File: config.mk
export PLATFORM = sky130hd
export DESIGN_NAME = e203_ifu_predec_queue
export DESIGN_NICKNAME = d
export VERILOG_FILES = /design/src/rtl/e203_predec_pkg.sv /design/src/rtl/e203_ifu_predec_dec.sv /design/src/rtl/e203_ifu_predec_queue.sv
export SDC_FILE = /design/constraint.sdc
export NUM_CORES = 1
export LEC_CHECK = 0
export CAP_MARGIN = 20
export CORE_MARGIN = 2
export CORE_UTILIZATION = 34
export DETAILED_ROUTE_END_ITERATION = 16
export PLACE_DENSITY = 0.55
export SYNTH_ARGS = -nofsm -noshare
export SYNTH_HDL_FRONTEND = slang
export SYNTH_HIERARCHICAL = 1
export SYNTH_SLANG_ARGS = --single-unit
File: constraint.sdc
create_clock -name clk -period 5.3 [get_ports clk]
set_clock_uncertainty 0.15 [all_clocks]
set_input_delay 0.53 -clock clk [delete_from_list [all_inputs] [get_ports clk]]
set_output_delay 0.53 -clock clk [all_outputs]
set_load 0.005 [all_outputs]
File: src/rtl/e203_predec_pkg.sv
// Shared definitions for the IFU predecode queue.
//   - RV32 opcode / funct7 constants used by the predecoder
//   - muldiv_op_e : funct3 encoding of M-extension operations
//   - predec_t    : per-instruction decode result stored in each queue entry
// prdt_pc is held at PC_MAX_W bits so one struct type serves every PC_W
// instantiation; users take the low PC_W bits.
package e203_predec_pkg;

  localparam int unsigned PC_MAX_W = 64;

  localparam logic [6:0] OPC_JAL       = 7'b1101111;
  localparam logic [6:0] OPC_JALR      = 7'b1100111;
  localparam logic [6:0] OPC_BRANCH    = 7'b1100011;
  localparam logic [6:0] OPC_OP        = 7'b0110011;
  localparam logic [6:0] FUNCT7_MULDIV = 7'b0000001;

  typedef enum logic [2:0] {
    MD_MUL    = 3'b000,
    MD_MULH   = 3'b001,
    MD_MULHSU = 3'b010,
    MD_MULHU  = 3'b011,
    MD_DIV    = 3'b100,
    MD_DIVU   = 3'b101,
    MD_REM    = 3'b110,
    MD_REMU   = 3'b111
  } muldiv_op_e;

  typedef struct packed {
    logic                rv32;
    logic                bjp;
    logic                jal;
    logic                jalr;
    logic                bxx;
    logic                muldiv;
    muldiv_op_e          muldiv_op;
    logic                rs1en;
    logic                rs2en;
    logic [4:0]          rs1idx;
    logic [4:0]          rs2idx;
    logic [31:0]         bjp_imm;
    logic                prdt_taken;
    logic [PC_MAX_W-1:0] prdt_pc;
  } predec_t;

endpackage

File: src/rtl/e203_ifu_predec_dec.sv
// Combinational instruction predecoder.
//   instr [31:0]   : fetched instruction
//   pc    [PC_W-1:0]: its PC
//   dec   predec_t : branch class, muldiv, source regs, branch immediate,
//                    static prediction (backward-taken) and predicted next PC
// Optional: define E203_PREDEC_RVC_EN to decode RVC control-flow instructions
// (c.j, c.jal, c.jr, c.jalr, c.beqz, c.bnez). Otherwise RVC decodes to zeros.
module e203_ifu_predec_dec
  import e203_predec_pkg::*;
#(
  parameter int unsigned PC_W = 32
) (
  input  logic [31:0]     instr,
  input  logic [PC_W-1:0] pc,
  output predec_t         dec
);

  logic [PC_W-1:0] tgt_pc;
  logic [PC_W-1:0] seq_pc;

  always_comb begin
    dec    = '0;
    tgt_pc = '0;
    seq_pc = '0;

    dec.rv32 = (instr[1:0] == 2'b11);

    if (dec.rv32) begin
      dec.rs1idx = instr[19:15];
      dec.rs2idx = instr[24:20];
      unique case (instr[6:0])
        OPC_JAL: begin
          dec.jal     = 1'b1;
          dec.bjp_imm = {{12{instr[31]}}, instr[19:12], instr[20], instr[30:21], 1'b0};
        end
        OPC_JALR: begin
          dec.jalr    = 1'b1;
          dec.rs1en   = 1'b1;
          dec.bjp_imm = {{20{instr[31]}}, instr[31:20]};
        end
        OPC_BRANCH: begin
          dec.bxx     = 1'b1;
          dec.rs1en   = 1'b1;
          dec.rs2en   = 1'b1;
          dec.bjp_imm = {{20{instr[31]}}, instr[7], instr[30:25], instr[11:8], 1'b0};
        end
        OPC_OP: begin
          if (instr[31:25] == FUNCT7_MULDIV) begin
            dec.muldiv    = 1'b1;
            dec.muldiv_op = muldiv_op_e'(instr[14:12]);
            dec.rs1en     = 1'b1;
            dec.rs2en     = 1'b1;
          end
        end
        default: ;
      endcase
    end
`ifdef E203_PREDEC_RVC_EN
    else begin
      // c.j / c.jal
      if (instr[1:0] == 2'b01 && (instr[15:13] == 3'b101 || instr[15:13] == 3'b001)) begin
        dec.jal     = 1'b1;
        dec.bjp_imm = {{20{instr[12]}}, instr[12], instr[8], instr[10:9], instr[6],
                       instr[7], instr[2], instr[11], instr[5:3], 1'b0};
      end
      // c.jr / c.jalr: bit12 only distinguishes link, both are indirect jumps
      else if (instr[1:0] == 2'b10 && instr[15:13] == 3'b100 &&
               instr[6:2] == 5'd0 && instr[11:7] != 5'd0) begin
        dec.jalr   = 1'b1;
        dec.rs1en  = 1'b1;
        dec.rs1idx = instr[11:7];
      end
      // c.beqz / c.bnez
      else if (instr[1:0] == 2'b01 && instr[15:14] == 2'b11) begin
        dec.bxx     = 1'b1;
        dec.rs1en   = 1'b1;
        dec.rs1idx  = {2'b01, instr[9:7]};
        dec.bjp_imm = {{23{instr[12]}}, instr[12], instr[6:5], instr[2],
                       instr[11:10], instr[4:3], 1'b0};
      end
    end
`endif

    dec.bjp        = dec.jal | dec.jalr | dec.bxx;
    dec.prdt_taken = dec.jal | (dec.bxx & dec.bjp_imm[31]);

    tgt_pc      = pc + PC_W'($signed(dec.bjp_imm));
    seq_pc      = pc + (dec.rv32 ? PC_W'(4) : PC_W'(2));
    dec.prdt_pc = PC_MAX_W'(dec.prdt_taken ? tgt_pc : seq_pc);
  end

endmodule

File: src/rtl/e203_ifu_predec_queue.sv
// IFU predecode queue: DEPTH-entry circular buffer between fetch return and
// the IFU pipeline / BPU. Each instruction is predecoded on enqueue and the
// head entry is presented with its decode fields and static prediction.
//   clk, rst (sync, active-high), flush (empties the queue, drops a same-cycle push)
//   i_valid/i_ready/i_instr/i_pc : enqueue side, i_ready = !full
//   o_valid/o_ready/o_*           : head entry, o_valid = !empty, no bypass
//   count                         : occupancy
// DEPTH must be a power of two >= 2; PC_W must not exceed 64.
// Optional: E203_PREDEC_RVC_EN enables RVC control-flow decode in the predecoder.
module e203_ifu_predec_queue
  import e203_predec_pkg::*;
#(
  parameter int unsigned DEPTH = 4,
  parameter int unsigned PC_W  = 32
) (
  input  logic                     clk,
  input  logic                     rst,
  input  logic                     flush,
  input  logic                     i_valid,
  output logic                     i_ready,
  input  logic [31:0]              i_instr,
  input  logic [PC_W-1:0]          i_pc,
  output logic                     o_valid,
  input  logic                     o_ready,
  output logic [31:0]              o_instr,
  output logic [PC_W-1:0]          o_pc,
  output logic                     o_rv32,
  output logic                     o_bjp,
  output logic                     o_jal,
  output logic                     o_jalr,
  output logic                     o_bxx,
  output logic                     o_muldiv,
  output logic [2:0]               o_muldiv_op,
  output logic                     o_rs1en,
  output logic                     o_rs2en,
  output logic [4:0]               o_rs1idx,
  output logic [4:0]               o_rs2idx,
  output logic [31:0]              o_bjp_imm,
  output logic                     o_prdt_taken,
  output logic [PC_W-1:0]          o_prdt_pc,
  output logic [$clog2(DEPTH):0]   count
);

  localparam int unsigned AW = $clog2(DEPTH);

  predec_t         enq_dec;
  predec_t         head;
  predec_t         dec_mem   [DEPTH];
  logic [31:0]     instr_mem [DEPTH];
  logic [PC_W-1:0] pc_mem    [DEPTH];

  logic [AW-1:0] wptr;
  logic [AW-1:0] rptr;
  logic          full;
  logic          empty;
  logic          push;
  logic          pop;
  logic          prdt_pc_unused;

  e203_ifu_predec_dec #(
    .PC_W (PC_W)
  ) u_dec (
    .instr (i_instr),
    .pc    (i_pc),
    .dec   (enq_dec)
  );

  assign full    = (count == (AW+1)'(DEPTH));
  assign empty   = (count == '0);
  assign i_ready = ~full;
  assign o_valid = ~empty;
  assign push    = i_valid & i_ready;
  assign pop     = o_valid & o_ready;

  // Control state. Flush wins over push/pop; pointers wrap naturally since
  // DEPTH is a power of two.
  always_ff @(posedge clk) begin
    if (rst || flush) begin
      wptr  <= '0;
      rptr  <= '0;
      count <= '0;
    end else begin
      if (push) wptr <= wptr + AW'(1);
      if (pop)  rptr <= rptr + AW'(1);
      if (push && !pop)      count <= count + (AW+1)'(1);
      else if (pop && !push) count <= count - (AW+1)'(1);
    end
  end

  // Entry storage is not reset; a write during flush is harmless because the
  // pointers are cleared in the same cycle.
  always_ff @(posedge clk) begin
    if (push) begin
      dec_mem[wptr]   <= enq_dec;
      instr_mem[wptr] <= i_instr;
      pc_mem[wptr]    <= i_pc;
    end
  end

  assign head           = dec_mem[rptr];
  assign o_instr        = instr_mem[rptr];
  assign o_pc           = pc_mem[rptr];
  assign o_rv32         = head.rv32;
  assign o_bjp          = head.bjp;
  assign o_jal          = head.jal;
  assign o_jalr         = head.jalr;
  assign o_bxx          = head.bxx;
  assign o_muldiv       = head.muldiv;
  assign o_muldiv_op    = head.muldiv_op;
  assign o_rs1en        = head.rs1en;
  assign o_rs2en        = head.rs2en;
  assign o_rs1idx       = head.rs1idx;
  assign o_rs2idx       = head.rs2idx;
  assign o_bjp_imm      = head.bjp_imm;
  assign o_prdt_taken   = head.prdt_taken;
  assign o_prdt_pc      = head.prdt_pc[PC_W-1:0];
  // Upper prdt_pc bits beyond PC_W are always zero and intentionally unused.
  assign prdt_pc_unused = ^head.prdt_pc;

endmodule

==> results of run 1 <==
==> power by group <==
group          internal [W]  switching, W  total [W]
Sequential          0.00546     0.0000449    0.00550
Combinational      0.000483      0.000442   0.000925
Clock               0.00265       0.00186    0.00451
==> path summary, 6_finish.rpt <==
| path | startpoint | endpoint | slack, ns |
|---|---|---|---|
| setup / recovery | i_instr[1] | dec_mem[3][30] | 0.79 |
| hold / removal | wptr[0] | wptr[0] | 0.37 |
| setup reg to reg | count[0] | count[2] | 2.71 |
| hold reg to reg | wptr[0] | wptr[0] | 0.37 |
==> metrics by stage <==
| step | power, W | cells | cell area, sq um |
|---|---|---|---|
| after global placement | 0.006545 | 2283 | 27680 |
| after floorplan | 0.006004 | 1139 | 24290 |
| after CTS | 0.01110 | 2404 | 29800 |
| after detailed placement | 0.006558 | 2283 | 27680 |
| final | 0.01093 | 2404 | 29800 |
| after global routing | 0.01133 | 2404 | 29800 |
==> sequential cells by signal, indices dropped and copies added, names as in the netlist, named ones only <==
register	cells
count	3
dec_mem	344
instr_mem	128
pc_mem	128
rptr	2
wptr	2
==> worst max-delay path: cells and delay by family <==
family          cells  cell delay [ns]
buf+inv             2             0.64
compound gates      7             2.16
xor+xnor            1             0.27
simple gates        3             0.83
fa+ha+maj           1             0.30
==> layout make-up <==
| class | instances | area, sq um | area share |
|---|---|---|---|
| tap | 950 | 1189 | 0.03988 |
| timing repair buffer | 251 | 2555 | 0.08573 |
| clock buffer | 86 | 1790 | 0.06008 |
| sequential | 609 | 18210 | 0.6108 |
| clock inverter | 35 | 330.3 | 0.01108 |
| multi-input combinational | 461 | 5689 | 0.1909 |
| inverter | 12 | 45.04 | 0.001511 |
==> layer usage <==
metal,GRT usage,up-vias
met5,0,-
met2,0.2574,283
li1,-,5291
met4,0.04887,4
met1,0.2077,6460
met3,0.03467,76
==> flow_summary.toml, run 1 <==
[die]
row_count = 98
dieArea_sq_um = 73600
initial_utilization = 0.3416
die_y_um = 271.3
io_pins = 224
die_x_um = 271.3
core-area_sq_um = 71120

[detailed_routing]
wl_met2_um = 28680
via_per_inst = 5.039
ant_nets = 0
wl_met3_um = 3151
post_drt_wl_per_cell_um = 24.17
drt_iter0_drc = 923
routed.top_layer = "met5"
drc = 0
met1_length_um = 25060
drtPass1Iterations = 5
via_count = 12114
wl_um = 58100

[timing]
finalHoldViolCount = 0
tightestPinTransition_ns = 1.089
slew_headroom = 0.2737
fmax_ghz = 0.2219
period_needed_ns = 4.506
setup-violations-final = 0
slew_violations = 0
rsz0062_at_grt = "false"
fin_crit_sh = 0.8501
hold_ws_ns = 0.3670
final.setup.tns_ns = 0
setup_slack_ns = 0.7944

[synthesis]
avgSynthCellArea_sq_um = 21.33
syn_area_sq_um = 24290
synth_cells = 1139
synth.net_count = 1246
yosys_warnings = 6

[placement]
post-place-ws_ns = 0.2277
hpwl_um = 35630
io_buffers = 223
gp_congestion = 0.8087

[clock_network]
cts_resized = 0
clockBufferDepth = 3
cts_tree = "done"
clkSinkCount = 609
clk_latency_ns = 0.59
clk_pin_slew_ns = 0.06
clk_root_buffer_cell = "clkbuf_16"
cts_setup_buffers = 0
htree_levels = 3
cts_buffers = 67
ctsHoldBuffers = 0

[worst_hold_path]
min_path_cells = 2
worstHoldPathType = "flip-flop to flip-flop"

[final_layout]
num-nets-final = 1509
drive_gt1_frac = 0.2022
fillCellCount = 6268
utilization = 0.4191
num_antenna_cells = 0
final_cell_mix = "edfxtp_1, clkdlybuf4s50_1, mux4_2, clkbuf_16, ha_1"
area_growth_pct = 22.68
layout_commonest_cell = "edfxtp_1"

[global_routing]
grt_use_total = 0.1565
grt_pass1_vias = 12529
antenna_found_initial = 2
overflow = 0
grt_pass1_wl_um = 84400
grt_max_degree = 151

[critical_path]
worst_path_max_delay_cell = "clkdlybuf4s50_1"
crit_path_end_kind = "flip-flop"
crit_type = "primary input to flip-flop"
path_common_cell = "o31ai_1"
reg2reg_depth = 8
crit_fanout = 10
crit_path_start_kind = "primary input"
cp.required_ns = 5.55
cp.arrival_ns = 4.76
crit_chain = "clkdlybuf4s50_1 -> and2_1 -> nand4b_1 -> a21o_1 -> o31ai_1 -> fa_1 -> nand3_1 -> a211o_1 -> a211oi_1 -> o31ai_1 -> buf_4 -> o31a_1 -> a21oi_1 -> xor2_1"
critPathMaxStageDelay_ns = 0.47

[power_and_ir_drop]
vdd_drop_max_v = 0.0001634
power_density_nw_per_um2 = 366.9
power_leakage_nw = 9.684

[status]
status = "completed"

[run]
cap_violations = 0
Power figures use the tool's default switching activity.
==> inputs of run 2 (changes only) <==
--- a/config.mk
+++ b/config.mk
@@ -9,7 +9,7 @@
 export CORE_MARGIN = 2
 export CORE_UTILIZATION = 34
 export DETAILED_ROUTE_END_ITERATION = 16
-export PLACE_DENSITY = 0.55
+export PLACE_DENSITY_LB_ADDON = 0.1
 export SYNTH_ARGS = -nofsm -noshare
 export SYNTH_HDL_FRONTEND = slang
 export SYNTH_HIERARCHICAL = 1
==> flow_summary.toml, run 2 (synthesis gave the netlist of run 1 again) <==
[detailed_routing]
ant_nets = 0
via_count = 12158
drtPass1Iterations = 7
wl_um = 60590
drt_iter0_drc = 864
via_per_inst = 5.020
post_drt_wl_per_cell_um = 25.01
drc = 0

[worst_hold_path]
worstHoldEndpoint = "wptr[0]"
min_path_cells = 2
worstHoldPathType = "flip-flop to flip-flop"
min_from = "wptr[0]"

[die]
core-area_sq_um = 71120
die_y_um = 271.3
dieArea_sq_um = 73600
initial_utilization = 0.3416
io_pins = 224
row_count = 98
die_x_um = 271.3

[timing]
slew_violations = 0
tightestPinTransition_ns = 1.002
setup-violations-final = 0
fin_crit_sh = 0.8355
slew_headroom = 0.3318
fmax_ghz = 0.2258
hold_ws_ns = 0.3746
finalHoldViolCount = 0
final.setup.tns_ns = 0
rsz0062_at_grt = "false"
period_needed_ns = 4.428

[final_layout]
largest_reg_flops = 344
num_antenna_cells = 0
final_cell_mix = "edfxtp_1, clkdlybuf4s50_1, mux4_2, clkbuf_16, ha_1"
num-nets-final = 1525
area_growth_pct = 23.17
reg.largest.list = "dec_mem (344), instr_mem (128), pc_mem (128)"
layout_commonest_cell = "edfxtp_1"
drive_gt1_frac = 0.2133
top_register = "dec_mem"

[power_and_ir_drop]
vdd_drop_max_v = 0.0001781
power.share.sequential = 0.499
pwr-share-comb = 0.085
power_density_nw_per_um2 = 368.2
internal_power_w = 0.008623
switching_share = 0.2172
clockPowerShare = 0.416
p_sw_w = 0.002393
power_leakage_nw = 9.780

[critical_path]
crit_path_end_kind = "flip-flop"
reg2reg_to = "dec_mem[2][96]"
cp.arrival_ns = 4.61
crit_type = "primary input to flip-flop"
crit_path_start_kind = "primary input"
crit-reg2reg-launch = "count[0]"
rrSetupSlack_ns = 2.56
crit_fanout = 9
cp.required_ns = 5.48
reg2reg_depth = 3

[global_routing]
antenna_found_initial = 3
grt_max_degree = 77
grt_use_total = 0.1648
overflow = 0
grt_pass1_wl_um = 88490
grt_pass1_vias = 12682

[clock_network]
clockBufferDepth = 3
cts_buffers = 70
ctsHoldBuffers = 0
htree_levels = 3
clkSinkCount = 609
clk_latency_ns = 0.60
clk_root_buffer_cell = "clkbuf_16"
clk_pin_slew_ns = 0.06
cts_setup_buffers = 0
cts_resized = 0
cts_tree = "done"

[status]
status = "completed"

[placement]
hpwl_um = 37970
gp_congestion = 0.7815
io_buffers = 223

[run]
cap_violations = 0
-- run 2: worst max path at each step --
stage	start	to	slack, ns	cells after the start
detailed placement	i_instr[1]	dec_mem[2][28]	0.31	16
CTS	i_instr[1]	dec_mem[3][30]	0.95	16
floorplan	i_instr[1]	dec_mem[0][27]	1.19	15
global route	i_instr[1]	dec_mem[2][30]	0.66	16
global placement	i_instr[1]	dec_mem[2][28]	0.40	16
finish	i_instr[1]	dec_mem[2][28]	0.87	16
-- run 2: final cells by class --
type | instances | area [sq um]
timing repair buffer | 264 | 2628
tap | 950 | 1189
fill | 6319 | 41200
clock buffer | 91 | 1903
sequential | 609 | 18210
inverter | 12 | 45.04
clock inverter | 35 | 262.8
multi-input combinational | 461 | 5689
-- run 2: critical path, stage by stage --
cell and delay [ns]:
clkdlybuf4s50_1 0.48, and2_1 0.28, nand4b_1 0.31, a21o_1 0.32
inv_1 0.24, buf_4 0.20, and2_1 0.13, ha_1 0.29
a21oi_1 0.22, o21a_1 0.24, a31o_2 0.18, nand2_1 0.08
a21o_1 0.21, a31oi_1 0.35, nor4_1 0.15, o41a_1 0.39
-- run 2: power by group through the flow --
| stage | clock (W) | sequential (W) | combinational [W] |
|---|---|---|---|
| finish | 0.00458 | 0.00550 | 0.000933 |
| global route | 0.00491 | 0.00551 | 0.00100 |
| CTS | 0.00472 | 0.00550 | 0.000966 |
| detailed placement | 0 | 0.00560 | 0.000961 |
| global placement | 0 | 0.00559 | 0.000961 |
| floorplan | 0 | 0.00559 | 0.000411 |
-- run 2: routing by layer --
layer,track usage,share of wire
met4,0.04743,0.019
met1,0.2243,0.44
met2,0.2665,0.49
met5,0,0.00041
met3,0.03689,0.053
-- run 2: stage by stage --
| step | std cells | util | area (sq um) | total power [W] | worst slack [ns] |
|---|---|---|---|---|---|
| 2_1_floorplan | 1139 | - | 24290 | 0.006004 | 1.191 |
| 3_3_place_gp | 2296 | 0.3903 | 27760 | 0.006555 | 0.4032 |
| 3_5_place_dp | 2296 | 0.3903 | 27760 | 0.006561 | 0.3141 |
| 4_1_cts | 2422 | 0.4207 | 29920 | 0.01119 | 0.9548 |
| 5_1_grt | 2422 | 0.4207 | 29920 | 0.01142 | 0.6607 |
| 6_report | 2422 | 0.4207 | 29920 | 0.01102 | 0.8720 |
==> inputs of run 3 (changes only) <==
==> constraint.sdc (replaced) <==
create_clock -name clk -period 3.85 [get_ports clk]
set_clock_uncertainty 0.15 [all_clocks]
set_input_delay 0.385 -clock clk [delete_from_list [all_inputs] [get_ports clk]]
set_output_delay 0.385 -clock clk [all_outputs]
set_load 0.005 [all_outputs]
==> flow_summary.toml, run 3 (synthesis gave the netlist of run 1 again) <==
[status]
status = "completed"

[final_layout]
layout_commonest_cell = "edfxtp_1"
multi_input_area_sq_um = 5771
drive_gt1_frac = 0.2769
num_antenna_cells = 0
num-nets-final = 1645
top_register = "dec_mem"
reg.largest.list = "dec_mem (344), instr_mem (128), pc_mem (128)"
largest_reg_flops = 344
fillCellCount = 6261
design_area_sq_um = 30920
finalNonFillerCells = 2539
seqCellArea_sq_um = 18210
final_cell_mix = "edfxtp_1, clkdlybuf4s50_1, mux4_2, buf_4, clkbuf_16"
utilization = 0.4348
area_growth_pct = 27.28

[global_routing]
grt_pass1_wl_um = 88750
antenna_found_initial = 2
grt_max_degree = 104
overflow = 0
grt_use_total = 0.1636
grt_pass1_vias = 13385

[placement]
io_buffers = 223
gp_congestion = 0.7502
dp.cells = 2417
hpwl_um = 38600
place_area_sq_um = 28810

[timing]
fmax_ghz = 0.2690
slew_violations = 0
setup-violations-final = 0
rsz0062_at_grt = "false"
tightestPinTransition_ns = 0.8410
fin_crit_sh = 0.9655
slew_headroom = 0.4350
period_needed_ns = 3.717
finalHoldViolCount = 0
final.setup.tns_ns = 0

[detailed_routing]
drc = 0
ant_nets = 0
drt_iter0_drc = 759
via_count = 12523
via_per_inst = 4.932
wl_um = 59940
post_drt_wl_per_cell_um = 23.61
drtPass1Iterations = 5

[die]
io_pins = 224
row_count = 98
die_x_um = 271.3
initial_utilization = 0.3416
core-area_sq_um = 71120
dieArea_sq_um = 73600
die_y_um = 271.3

[clock_network]
clockBufferDepth = 3
htree_levels = 3
clk_pin_slew_ns = 0.06
clkSinkCount = 609
clk_latency_ns = 0.59
cts_buffers = 68
clk_root_buffer_cell = "clkbuf_16"
cts_tree = "done"

[critical_path]
crit_path_start_kind = "primary input"
crit_chain = "clkdlybuf4s50_1 -> buf_12 -> nor2_1 -> buf_4 -> a22oi_1 -> nor2_1 -> a21o_1 -> ha_1 -> nand3_1 -> a211o_1 -> a211oi_2 -> o31ai_1 -> buf_4 -> o31a_1 -> a21oi_2 -> xor2_2"
cp.required_ns = 4.03
cp.arrival_ns = 3.90
crit_path_end_kind = "flip-flop"
critPathMaxStageDelay_ns = 0.54
worst_path_max_delay_cell = "clkdlybuf4s50_1"
crit_type = "primary input to flip-flop"
crit_fanout = 9
rrSetupSlack_ns = 1.26

[power_and_ir_drop]
power_w = 0.01485
power_density_nw_per_um2 = 480.4
vdd_drop_max_v = 0.0002381
power_leakage_nw = 10.35

[run]
cap_violations = 0

[worst_hold_path]
worstHoldPathType = "primary input to flip-flop"
## run 3: cell types whose count changed in the layout (fill, tap and decap cells not counted), moves of 3 or more
cell       previous run  this run
buf_12                7        18
clkinv_2             14         8
buf_4                34       145
clkbuf_1             16        13
clkinv_1             12        21
bufinv_16             3         0
clkbuf_8              3         0
## run 3: final timing paths
kind,startpoint,end,cells past startpoint
worst min register to register,wptr[0],wptr[0],2
worst min-delay path,i_instr[1],instr_mem[3][1],1
worst max-delay path,i_instr[2],dec_mem[2][30],16
worst max register to register,count[0],count[2],8
## run 3: layout make-up
cell class,instances,area share
multi-input cells,461,0.1866
inverters,12,0.001457
flip-flops and latches,609,0.5888
repair buffers,386,0.1191
clock inverters,37,0.006596
clock buffers,84,0.05904
well taps,950,0.03844
## run 3: what timing repair did
action | 4_1_cts | 5_1_grt
buffers inserted | 0 | 1
hold endpoints to repair | 0 | 0
gates resized for setup | 5 | 10
setup endpoints to repair | 24 | 44
gates cloned | 0 | 0
pin swaps | 0 | 7
hold buffers | 0 | 0
## run 3: metrics by stage
stage / hold slack [ns] / setup WS, ns
after floorplan: 0.3201 / 0.03494
after global placement: 0.3513 / -0.6817
after detailed placement: 0.3613 / -0.7305
after CTS: 0.1109 / 0.02597
after global routing: 0.1454 / 0.001489
final: 0.1643 / 0.1327
## run 3: worst max-delay path, delay by kind of cell
kind | cells | cell delay, ns
AND/OR/NAND/NOR | 3 | 0.33
AO/OA/AOI/OAI | 7 | 1.73
XOR/XNOR | 1 | 0.11
adder cells (fa/ha/maj) | 1 | 0.30
buffers and inverters | 4 | 1.01
## run 3: power by group
| part | internal [W] | total (W) | switching [W] |
|---|---|---|---|
| Combinational | 0.000734 | 0.00136 | 0.000625 |
| Sequential | 0.00751 | 0.00757 | 0.0000572 |
| Clock | 0.00337 | 0.00592 | 0.00255 |
## run 3: routing by layer
metal | track usage | part of all wire
met1 | 0.2203 | 0.44
met3 | 0.03246 | 0.047
met4 | 0.04468 | 0.017
met5 | 0 | 0.00022
met2 | 0.2713 | 0.50
